==> config.mk <==
export PLATFORM = sky130hd
export DESIGN_NAME = overdrive_ctrl
export DESIGN_NICKNAME = d
export VERILOG_FILES = /design/src/rtl/overdrive_ctrl.sv
export SDC_FILE = /design/constraint.sdc
export NUM_CORES = 1
export LEC_CHECK = 0
export CORE_UTILIZATION = 30
export DETAILED_ROUTE_END_ITERATION = 6
export GPL_TIMING_DRIVEN = 0
export MAX_ROUTING_LAYER = met4
export RECOVER_POWER = 50
export SYNTH_ARGS = -nofsm -noshare
export SYNTH_HDL_FRONTEND = slang
export SYNTH_SLANG_ARGS = --single-unit
==> constraint.sdc <==
create_clock -name clk -period 8.25 [get_ports clk]
set_input_delay 2.0625 -clock clk [delete_from_list [all_inputs] [get_ports clk]]
set_output_delay 2.0625 -clock clk [all_outputs]
set_load 0.005 [all_outputs]
==> src/rtl/overdrive_ctrl.sv <==
// Configuration sequencer for the overdrive clipper: accepts threshold/bypass requests,
// ramps the live threshold per audio sample and swaps bypass only while the clipper is open.
module overdrive_ctrl #(
    parameter int DATA_WIDTH     = 24,
    parameter int STEP           = 1024,
    parameter int MIN_THRESH     = 1024,
    parameter int MAX_THRESH     = (2 ** (DATA_WIDTH - 1)) - 1,
    parameter int DEFAULT_THRESH = 100000
) (
    input  logic                         clk,
    input  logic                         reset,
    input  logic                         sample_tick,
    input  logic                         cfg_valid,
    output logic                         cfg_ready,
    input  logic signed [DATA_WIDTH-1:0] cfg_threshold,
    input  logic                         cfg_bypass,
    output logic signed [DATA_WIDTH-1:0] threshold_out,
    output logic                         bypass_out,
    output logic                         busy,
    output logic                         done
);

    typedef enum logic [1:0] {
        IDLE,
        RAMP_OPEN,
        SWITCH,
        RAMP
    } state_e;

    localparam logic signed [DATA_WIDTH-1:0] MIN_T  = DATA_WIDTH'(MIN_THRESH);
    localparam logic signed [DATA_WIDTH-1:0] MAX_T  = DATA_WIDTH'(MAX_THRESH);
    localparam logic signed [DATA_WIDTH-1:0] DEF_T  = DATA_WIDTH'(DEFAULT_THRESH);
    localparam logic signed [DATA_WIDTH-1:0] STEP_T = DATA_WIDTH'(STEP);
    localparam logic signed [DATA_WIDTH:0]   STEP_W = (DATA_WIDTH + 1)'(STEP);
    localparam logic signed [DATA_WIDTH:0]   MIN_W  = (DATA_WIDTH + 1)'(MIN_THRESH);
    localparam logic signed [DATA_WIDTH:0]   MAX_W  = (DATA_WIDTH + 1)'(MAX_THRESH);

    state_e                         state_q;
    logic signed [DATA_WIDTH-1:0]   threshold_q;
    logic signed [DATA_WIDTH-1:0]   target_q;
    logic                           bypass_q;
    logic                           bypass_req_q;
    logic                           done_q;

    logic signed [DATA_WIDTH:0]     req_wide;
    logic signed [DATA_WIDTH-1:0]   req_clamped;
    logic signed [DATA_WIDTH-1:0]   goal;
    logic signed [DATA_WIDTH:0]     diff;
    logic                           goal_reached;
    logic signed [DATA_WIDTH-1:0]   thresh_step_d;

    // NOTE: every variable gets a default at the top of always_comb so no path leaves a latch.
    always_comb begin
        req_wide    = (DATA_WIDTH + 1)'(cfg_threshold);
        req_clamped = cfg_threshold;
        if (req_wide < MIN_W) begin
            req_clamped = MIN_T;
        end else if (req_wide > MAX_W) begin
            req_clamped = MAX_T;
        end
    end

    // One extra bit keeps target - threshold exact across the full signed range.
    always_comb begin
        goal          = (state_q == RAMP_OPEN) ? MAX_T : target_q;
        diff          = (DATA_WIDTH + 1)'(goal) - (DATA_WIDTH + 1)'(threshold_q);
        goal_reached  = (diff <= STEP_W) && (diff >= -STEP_W);
        thresh_step_d = goal;
        if (!goal_reached) begin
            thresh_step_d = diff[DATA_WIDTH] ? (threshold_q - STEP_T) : (threshold_q + STEP_T);
        end
    end

    // NOTE: state registers use non-blocking assignments so all of them update from pre-edge values.
    always_ff @(posedge clk) begin
        if (reset) begin
            state_q      <= IDLE;
            threshold_q  <= DEF_T;
            target_q     <= DEF_T;
            bypass_q     <= 1'b0;
            bypass_req_q <= 1'b0;
            done_q       <= 1'b0;
        end else begin
            done_q <= 1'b0;
            case (state_q)
                IDLE: begin
                    if (cfg_valid) begin
                        target_q     <= req_clamped;
                        bypass_req_q <= cfg_bypass;
                        if (cfg_bypass != bypass_q) begin
                            state_q <= RAMP_OPEN;
                        end else if (req_clamped != threshold_q) begin
                            state_q <= RAMP;
                        end else begin
                            done_q <= 1'b1;
                        end
                    end
                end
                RAMP_OPEN: begin
                    if (sample_tick) begin
                        threshold_q <= thresh_step_d;
                        if (goal_reached) begin
                            state_q <= SWITCH;
                        end
                    end
                end
                SWITCH: begin
                    bypass_q <= bypass_req_q;
                    if (target_q == MAX_T) begin
                        state_q <= IDLE;
                        done_q  <= 1'b1;
                    end else begin
                        state_q <= RAMP;
                    end
                end
                RAMP: begin
                    if (sample_tick) begin
                        threshold_q <= thresh_step_d;
                        if (goal_reached) begin
                            state_q <= IDLE;
                            done_q  <= 1'b1;
                        end
                    end
                end
                default: state_q <= IDLE;
            endcase
        end
    end

    assign cfg_ready     = (state_q == IDLE);
    assign busy          = (state_q != IDLE);
    assign threshold_out = threshold_q;
    assign bypass_out    = bypass_q;
    assign done          = done_q;

endmodule

==> out/summary.txt, run 1 <==
outcome - finished with violations
failing checks - DRC
Worst Skew - 0.003590 ns
WHS Endpoint - bypass_req_q$_SDFFE_PP0P_
max-cap violation count - 0
met1 Use GR - 27.81%
crit start category - flop
setup_tns - 0 ns
Crit. End Element - flop
Clock transition at path regs - 0.07 ns
R2R cell count - 23
slew at the pin with the worst max-slew slack - 0.7837 ns
final period demand of the worst path - 6.309 ns
leakage - 2.359 nW
Routed WL - 17.76 mm
Seq/Total Area, Yosys - 20.80%
post-route cell area - 0.006110 sq mm
Post-synth EDFFs - 0
max incr delay on CP - 0.47 ns
share of layout cells above drive strength 1 - 6.728%
Root Driver - clkbuf_16
Port Buffers - 56
max-slew violations - 0
Overall Global Routing Usage - 20.50%
Worst-Skew Late Latency - 0.30 ns
Final setup violation count - 0
Worst R2R Start - state_q[0]$_SDFFE_PP0P_
via count - 5614
critical path class - flop to flop
Sink Count - 53
Starting Density - 30.75%
Die W - 132.4 um
DR vias/cell - 5.740
post-synthesis register bit count - 53
H-tree Lvls - 2
# IOs - 57
RSZ-0062 raised after global routing - no
Yosys top cell area share - 20.80%
wire length of the first global-routing pass - 27.67 mm
final worst slack - 1.941 ns
critical path peak fanout - 12
Final #Nets - 824
DRT Pass-1 Iters - 7
post_cts resized - 0
placed cell area - 0.005952 sq mm
worst hold path type - flop to flop
net count after synthesis - 760
final routed DRC violation total - 5
antenna viol nets, final - 0
share of flip-flops with an asynchronous set or reset - 0%
vias in the first global route - 5029
1st-iter DRT viols - 457
Peak VDD IR - 101.7 uV
ant diodes - 0
FF-to-FF End - threshold_out[22]$_SDFFE_PP0P_
largest net degree at the start of global routing - 16
Distinct cells, synth - 74
number of buffers created by CTS - 5
Post-DP HPWL - 14.08 mm
Congestion Overflow GR - 0
Critical Path AT - 6.50 ns
Die ar. - 0.01752 sq mm
Most used DFF post-synth - dfxtp_1
largest area contributor in the netlist - dfxtp_1
worst path cell trace - nor2b_1, clkbuf_1, clkbuf_1, or2_2, ha_1, a2111oi_0, o21ai_1, and4b_4, o21ai_1, a21oi_1, nor3_2, buf_6, ha_1, a21o_1, a21o_1, a21oi_1, o21ai_0, a211oi_1, o21ai_0, a21oi_1, xnor2_1, and3_1, o31a_1
leading cell type in the layout, fill and taps excluded - a21oi_1
fin crit share - 76.47%
Hold Path Origin - bypass_req_q$_SDFFE_PP0P_
endpoints failing hold - 0
Max Clk Rate - 158.5 MHz
Avg Cell Area, Syn - 7.359 sq um
filler instances - 1787
Slew HR - 47.06%
commonest non-fill, non-tap cells in the layout - a21oi_1, nand2_1, dfxtp_1, nor2_1, o21ai_0
met2 Use GR - 31.81%
Setup WS pre-CTS - 2.055 ns
Row Count - 47
top post-synthesis cells by area - dfxtp_1, ha_1, a21oi_1
CTS Hold Bufs - 0
CTS tree - built
WHS Path Cells - 2
wire per inst - 18.16 um
P per Cell Area - 270.8 mW/mm^2
grt peak-use layer - met2
Clock Path Buffers - 2
Core ar. - 0.01658 sq mm
worst endpoint required time - 8.45 ns
area delta synth->final - 19.80%
Die H - 132.4 um
Worst path most repeated cell - a21oi_1
routability cong. - 0.9404
grt met3 use - 1.961%
Gate Count Post-Synth - 693
Mapped Area - 0.005100 sq mm
Crit-path slowest cell - nor2b_1
initial antenna violation count - 0
setup repair bufs after CTS - 0
R2R Setup Slk - 1.94 ns
Ys Warns - 0
==> where the power goes <==
group	total [mW]	internal (mW)	switching (mW)
clock	0.231	0.129	0.102
sequential	0.319	0.279	0.0401
combinational	1.10	0.469	0.635
==> how the worst max path moves through the flow <==
stage                       startpoint                             end  slack (ns)  depth (start not counted)
2_1_floorplan  state_q[0]$_SDFFE_PP0P_  threshold_out[22]$_SDFFE_PP0P_        2.48                         22
3_3_place_gp   state_q[0]$_SDFFE_PP0P_  threshold_out[22]$_SDFFE_PP0P_        0.90                         22
3_5_place_dp   state_q[0]$_SDFFE_PP0P_  threshold_out[22]$_SDFFE_PP0P_        2.05                         23
4_1_cts        state_q[0]$_SDFFE_PP0P_  threshold_out[22]$_SDFFE_PP0P_        2.01                         23
5_1_grt        state_q[0]$_SDFFE_PP0P_  threshold_out[23]$_SDFFE_PP0P_        1.38                         23
6_report       state_q[0]$_SDFFE_PP0P_  threshold_out[22]$_SDFFE_PP0P_        1.94                         23
==> state kept, by name, indices dropped and copies added (netlist names) <==
name	flops
bypass_out	1
threshold_out	24
state_q	2
done	1
target_q	24
bypass_req_q	1
==> worst max-delay path, delay by kind of cell (launching register included) <==
family	cells	cell delay (ns)
compound gates	12	2.69
xor+xnor	1	0.09
buf+inv	3	1.00
flops	1	0.45
fa+ha+maj	2	0.56
simple gates	5	1.41
==> per-layer routing <==
layer  routed length (um)  share of wire [%]
met5                    0                  0
met4                  405                2.3
met3                  921                5.2
met2                 8028                 45
met1                 8407                 47
==> through the flow <==
step	hold slack, ns	power (mW)	cells	util, %
2_1_floorplan	0.4357	1.138	693	-
3_5_place_dp	0.4508	1.419	970	35.89
3_3_place_gp	0.4463	1.406	969	35.79
6_report	0.4550	1.654	978	36.84
4_1_cts	0.4602	1.649	978	36.84
5_1_grt	0.4717	1.786	978	36.84
==> Yosys cell counts (3+ instances only) <==
cell	number
a21oi_1	63
nand2_1	55
dfxtp_1	53
nor2_1	49
o21ai_0	42
nand3_1	38
ha_1	36
inv_1	33
clkbuf_1	27
or2_2	25
xnor2_1	22
a211oi_1	20
nor3_1	20
nand4_1	13
nand2b_1	12
a21o_1	11
a31oi_1	11
xor2_1	11
nor2b_1	9
and2_1	8
nand3b_1	7
nor4_1	7
and3_1	6
mux2i_1	6
o2111ai_1	6
o211ai_1	6
o22ai_1	5
o311ai_0	5
o21bai_1	4
o31a_1	4
or3_1	4
a221oi_1	3
a22oi_1	3
a311oi_1	3
a32o_1	3
a41oi_1	3
buf_2	3
nor3b_1	3
nor4b_1	3
o21a_1	3
o21ai_1	3
==> logic make-up (layout without fill, tap and decap cells) <==
group | count (synthesis) | after routing | share of synthesized area, %
and+or+nand+nor | 269 | 269 | 27.94
AOI/OAI and AO/OA | 225 | 225 | 29.29
buffers and inverters | 69 | 134 | 5.496
DFF | 53 | 53 | 20.80
adders and majority gates | 38 | 38 | 9.617
xor gates and xnor gates | 33 | 33 | 5.667
muxes | 6 | 6 | 1.178
==> final cells by class <==
type / count / area (sq um) / area share (%)
multi-input cells: 571 / 3764 / 61.60
flip-flops and latches: 53 / 1061 / 17.37
repair buffers: 57 / 571.8 / 9.359
well taps: 220 / 275.3 / 4.505
clock buffers: 7 / 152.6 / 2.498
plain buffers: 34 / 148.9 / 2.437
inverters: 35 / 131.4 / 2.150
clock inverters: 1 / 5.005 / 0.08192
(Power assumes the default switching activity.)
==> run 2, diff against run 1 <==
==> constraint.sdc (replaced) <==
create_clock -name clk -period 5.4 [get_ports clk]
set_input_delay 1.35 -clock clk [delete_from_list [all_inputs] [get_ports clk]]
set_output_delay 1.35 -clock clk [all_outputs]
set_load 0.005 [all_outputs]
==> run 2 against run 1 <==
Compared with the run above: the run now ends clean; clock power grew 59%; total power grew 63%; first-iteration DRC count grew 8.5%; largest power group unchanged; sequential power grew 54%; wire length grew 2.2%; die area is the same; clock skew grew 0.0048 ns; critical path type unchanged; worst setup slack lost 1.7 ns; sequential share of layout area shrank 0.48 points; non-clock buffer count grew 1; combinational power grew 67%; cell count is the same.
==> out/summary.txt, run 2 (synthesis results as in run 1) <==
Congestion Overflow GR - 0 (unchanged)
worst endpoint required time - 5.59 ns (-2.86 ns)
commonest non-fill, non-tap cells in the layout - a21oi_1, nand2_1, dfxtp_1, nor2_1, o21ai_0
critical path peak fanout - 10 (-2)
Die W - 132.4 um (unchanged)
max incr delay on CP - 0.36 ns (-0.11 ns)
P per Cell Area - 428.2 mW/mm^2 (+58%)
Critical Path AT - 5.31 ns (-1.19 ns)
Worst Skew - 0.008430 ns (+0.004839 ns)
final worst slack - 0.2858 ns (-1.656 ns)
Logic pwr share - 68.2% (+1.4 points)
slew at the pin with the worst max-slew slack - 0.7776 ns (-0.006179 ns)
number of buffers created by CTS - 5 (unchanged)
Sink Count - 53 (unchanged)
Final setup violation count - 0 (unchanged)
Port Buffers - 56 (unchanged)
H-tree Lvls - 2 (unchanged)
1st-iter DRT viols - 496 (+8.5%)
Reg power frac - 18.2% (-1.1 points)
Worst path most repeated cell - buf_4
Starting Density - 30.75% (unchanged)
Worst-Skew Late Latency - 0.30 ns (about the same)
DR vias/cell - 5.781 (+0.71%)
wl on met1 - 8.421 mm (+0.17%)
fin util - 37.98% (+1.1 points)
ant diodes - 0 (unchanged)
wire length of the first global-routing pass - 28.43 mm (+2.8%)
fin crit share - 94.71% (+18 points)
Die ar. - 0.01752 sq mm (unchanged)
endpoints failing hold - 0 (unchanged)
Core ar. - 0.01658 sq mm (unchanged)
Routed WL - 18.16 mm (+2.2%)
largest net degree at the start of global routing - 16 (unchanged)
wire per inst - 18.56 um (+2.2%)
Row Count - 47 (unchanged)
worst hold path type - flop to flop
crit start category - flop
final period demand of the worst path - 5.114 ns (-1.194 ns)
Peak VDD IR - 162.9 uV (+60%)
area delta synth->final - 23.50%
antenna viol nets, final - 0 (unchanged)
Post-DP HPWL - 14.19 mm (+0.75%)
initial antenna violation count - 0 (unchanged)
RSZ-0062 raised after global routing - no
Clock transition at path regs - 0.07 ns (about the same)
vias in the first global route - 5215 (+3.7%)
routability cong. - 0.9190 (-2.3%)
Cell Int Power - 1.445 mW (+65%)
leakage - 2.407 nW (+2.1%)
CTS tree - built
Crit. End Element - flop
CTS Hold Bufs - 0 (unchanged)
Die H - 132.4 um (unchanged)
# IOs - 57 (unchanged)
Clock Path Buffers - 2 (unchanged)
Max Clk Rate - 195.5 MHz (+23%)
final routed DRC violation total - 0 (-5)
Clock Power Share - 13.6% (-0.3 points)
max-slew violations - 0 (unchanged)
met3 WL post-DR - 858 um (-6.8%)
wire length on met2 - 8.329 mm (+3.7%)
Setup WS pre-CTS - -1.268 ns (-3.323 ns)
Slew HR - 47.48% (+0.42 points)
Root Driver - clkbuf_16
Switching Fraction - 46.42% (-0.54 points)
Crit-path slowest cell - dfxtp_2
critical path class - flop to flop
share of layout cells above drive strength 1 - 10.95% (+4.2 points)
via count - 5654 (+0.71%)
Overall Global Routing Usage - 21.03% (+0.53 points)
max-cap violation count - 0 (unchanged)
outcome - finished clean
max layer used - met4
Psw - 1.252 mW (+61%)
Final #Nets - 825 (+0.12%)
leading cell type in the layout, fill and taps excluded - a21oi_1
DRT Pass-1 Iters - 5 (-2)
run 2: cell types whose count changed in the layout (fill, tap and decap cells not counted), sizes merged:
| cell | before | now |
|---|---|---|
| bufinv | 0 | 1 |
| clkdlybuf4s50 | 26 | 27 |
| dlygate4sd3 | 30 | 29 |
| buf | 6 | 14 |
| clkbuf | 36 | 27 |
run 2: repair_timing:
action	in CTS	in global routing
gates resized for setup	19	23
setup buffers	5	2
pin swaps	2	6
setup endpoints to repair	17	4
run 2: path summary, 6_finish.rpt:
kind | from | slack [ns] | endpoint | depth (start not counted)
setup / recovery | state_q[0]$_SDFFE_PP0P_ | 0.29 | threshold_out[22]$_SDFFE_PP0P_ | 25
hold / removal | bypass_req_q$_SDFFE_PP0P_ | 0.47 | bypass_req_q$_SDFFE_PP0P_ | 2
setup reg to reg | state_q[0]$_SDFFE_PP0P_ | 0.29 | threshold_out[22]$_SDFFE_PP0P_ | 25
hold reg to reg | bypass_req_q$_SDFFE_PP0P_ | 0.47 | bypass_req_q$_SDFFE_PP0P_ | 2
run 2: through the flow:
| stage | hold slack (ns) | total power [mW] | instances | cell area [sq um] | setup TNS [ns] |
|---|---|---|---|---|---|
| final | 0.4675 | 2.697 | 978 | 6299 | 0 |
| after detailed placement | 0.4623 | 2.147 | 969 | 5941 | -7.438 |
| after floorplan | 0.4357 | 1.742 | 693 | 5105 | 0 |
| after global placement | 0.4469 | 2.150 | 969 | 5941 | -7.933 |
| after global routing | 0.4864 | 2.896 | 978 | 6299 | 0 |
| after CTS | 0.4722 | 2.622 | 978 | 6211 | 0 |
run 2: per-layer routing:
| metal | vias to the layer above | GRT usage, % |
|---|---|---|
| met5 | - | - |
| met4 | 0 | 8.557 |
| met3 | 40 | 1.999 |
| met2 | 232 | 33.04 |
| met1 | 2669 | 27.59 |
| li1 | 2713 | - |
run 2: area by class of cell:
type	count	area (sq um)
fillers	1787	10280
flip-flops and latches	53	1064
clock buffers	5	125.1
well taps	220	275.3
plain buffers	29	135.1
repair buffers	63	625.6
inverters	35	131.4
multi-input cells	571	3908
clock inverters	2	35.03
run 2: critical path: cells and delay by family, from the launching register on:
family / cells / cell delay (ns)
xor gates and xnor gates: 1 / 0.09
buffers and inverters: 5 / 0.77
AOI/OAI and AO/OA: 11 / 1.95
DFF: 1 / 0.36
and+or+nand+nor: 6 / 1.16
adders and majority gates: 2 / 0.66
run 2: power groups by stage:
stage          Combinational [mW]  Sequential (mW)  Clock (mW)
4_1_cts                      1.76            0.490       0.370
5_1_grt                      2.02            0.494       0.384
2_1_floorplan                1.27            0.470           0
6_report                     1.84            0.492       0.367
3_5_place_dp                 1.65            0.497           0
3_3_place_gp                 1.65            0.496           0
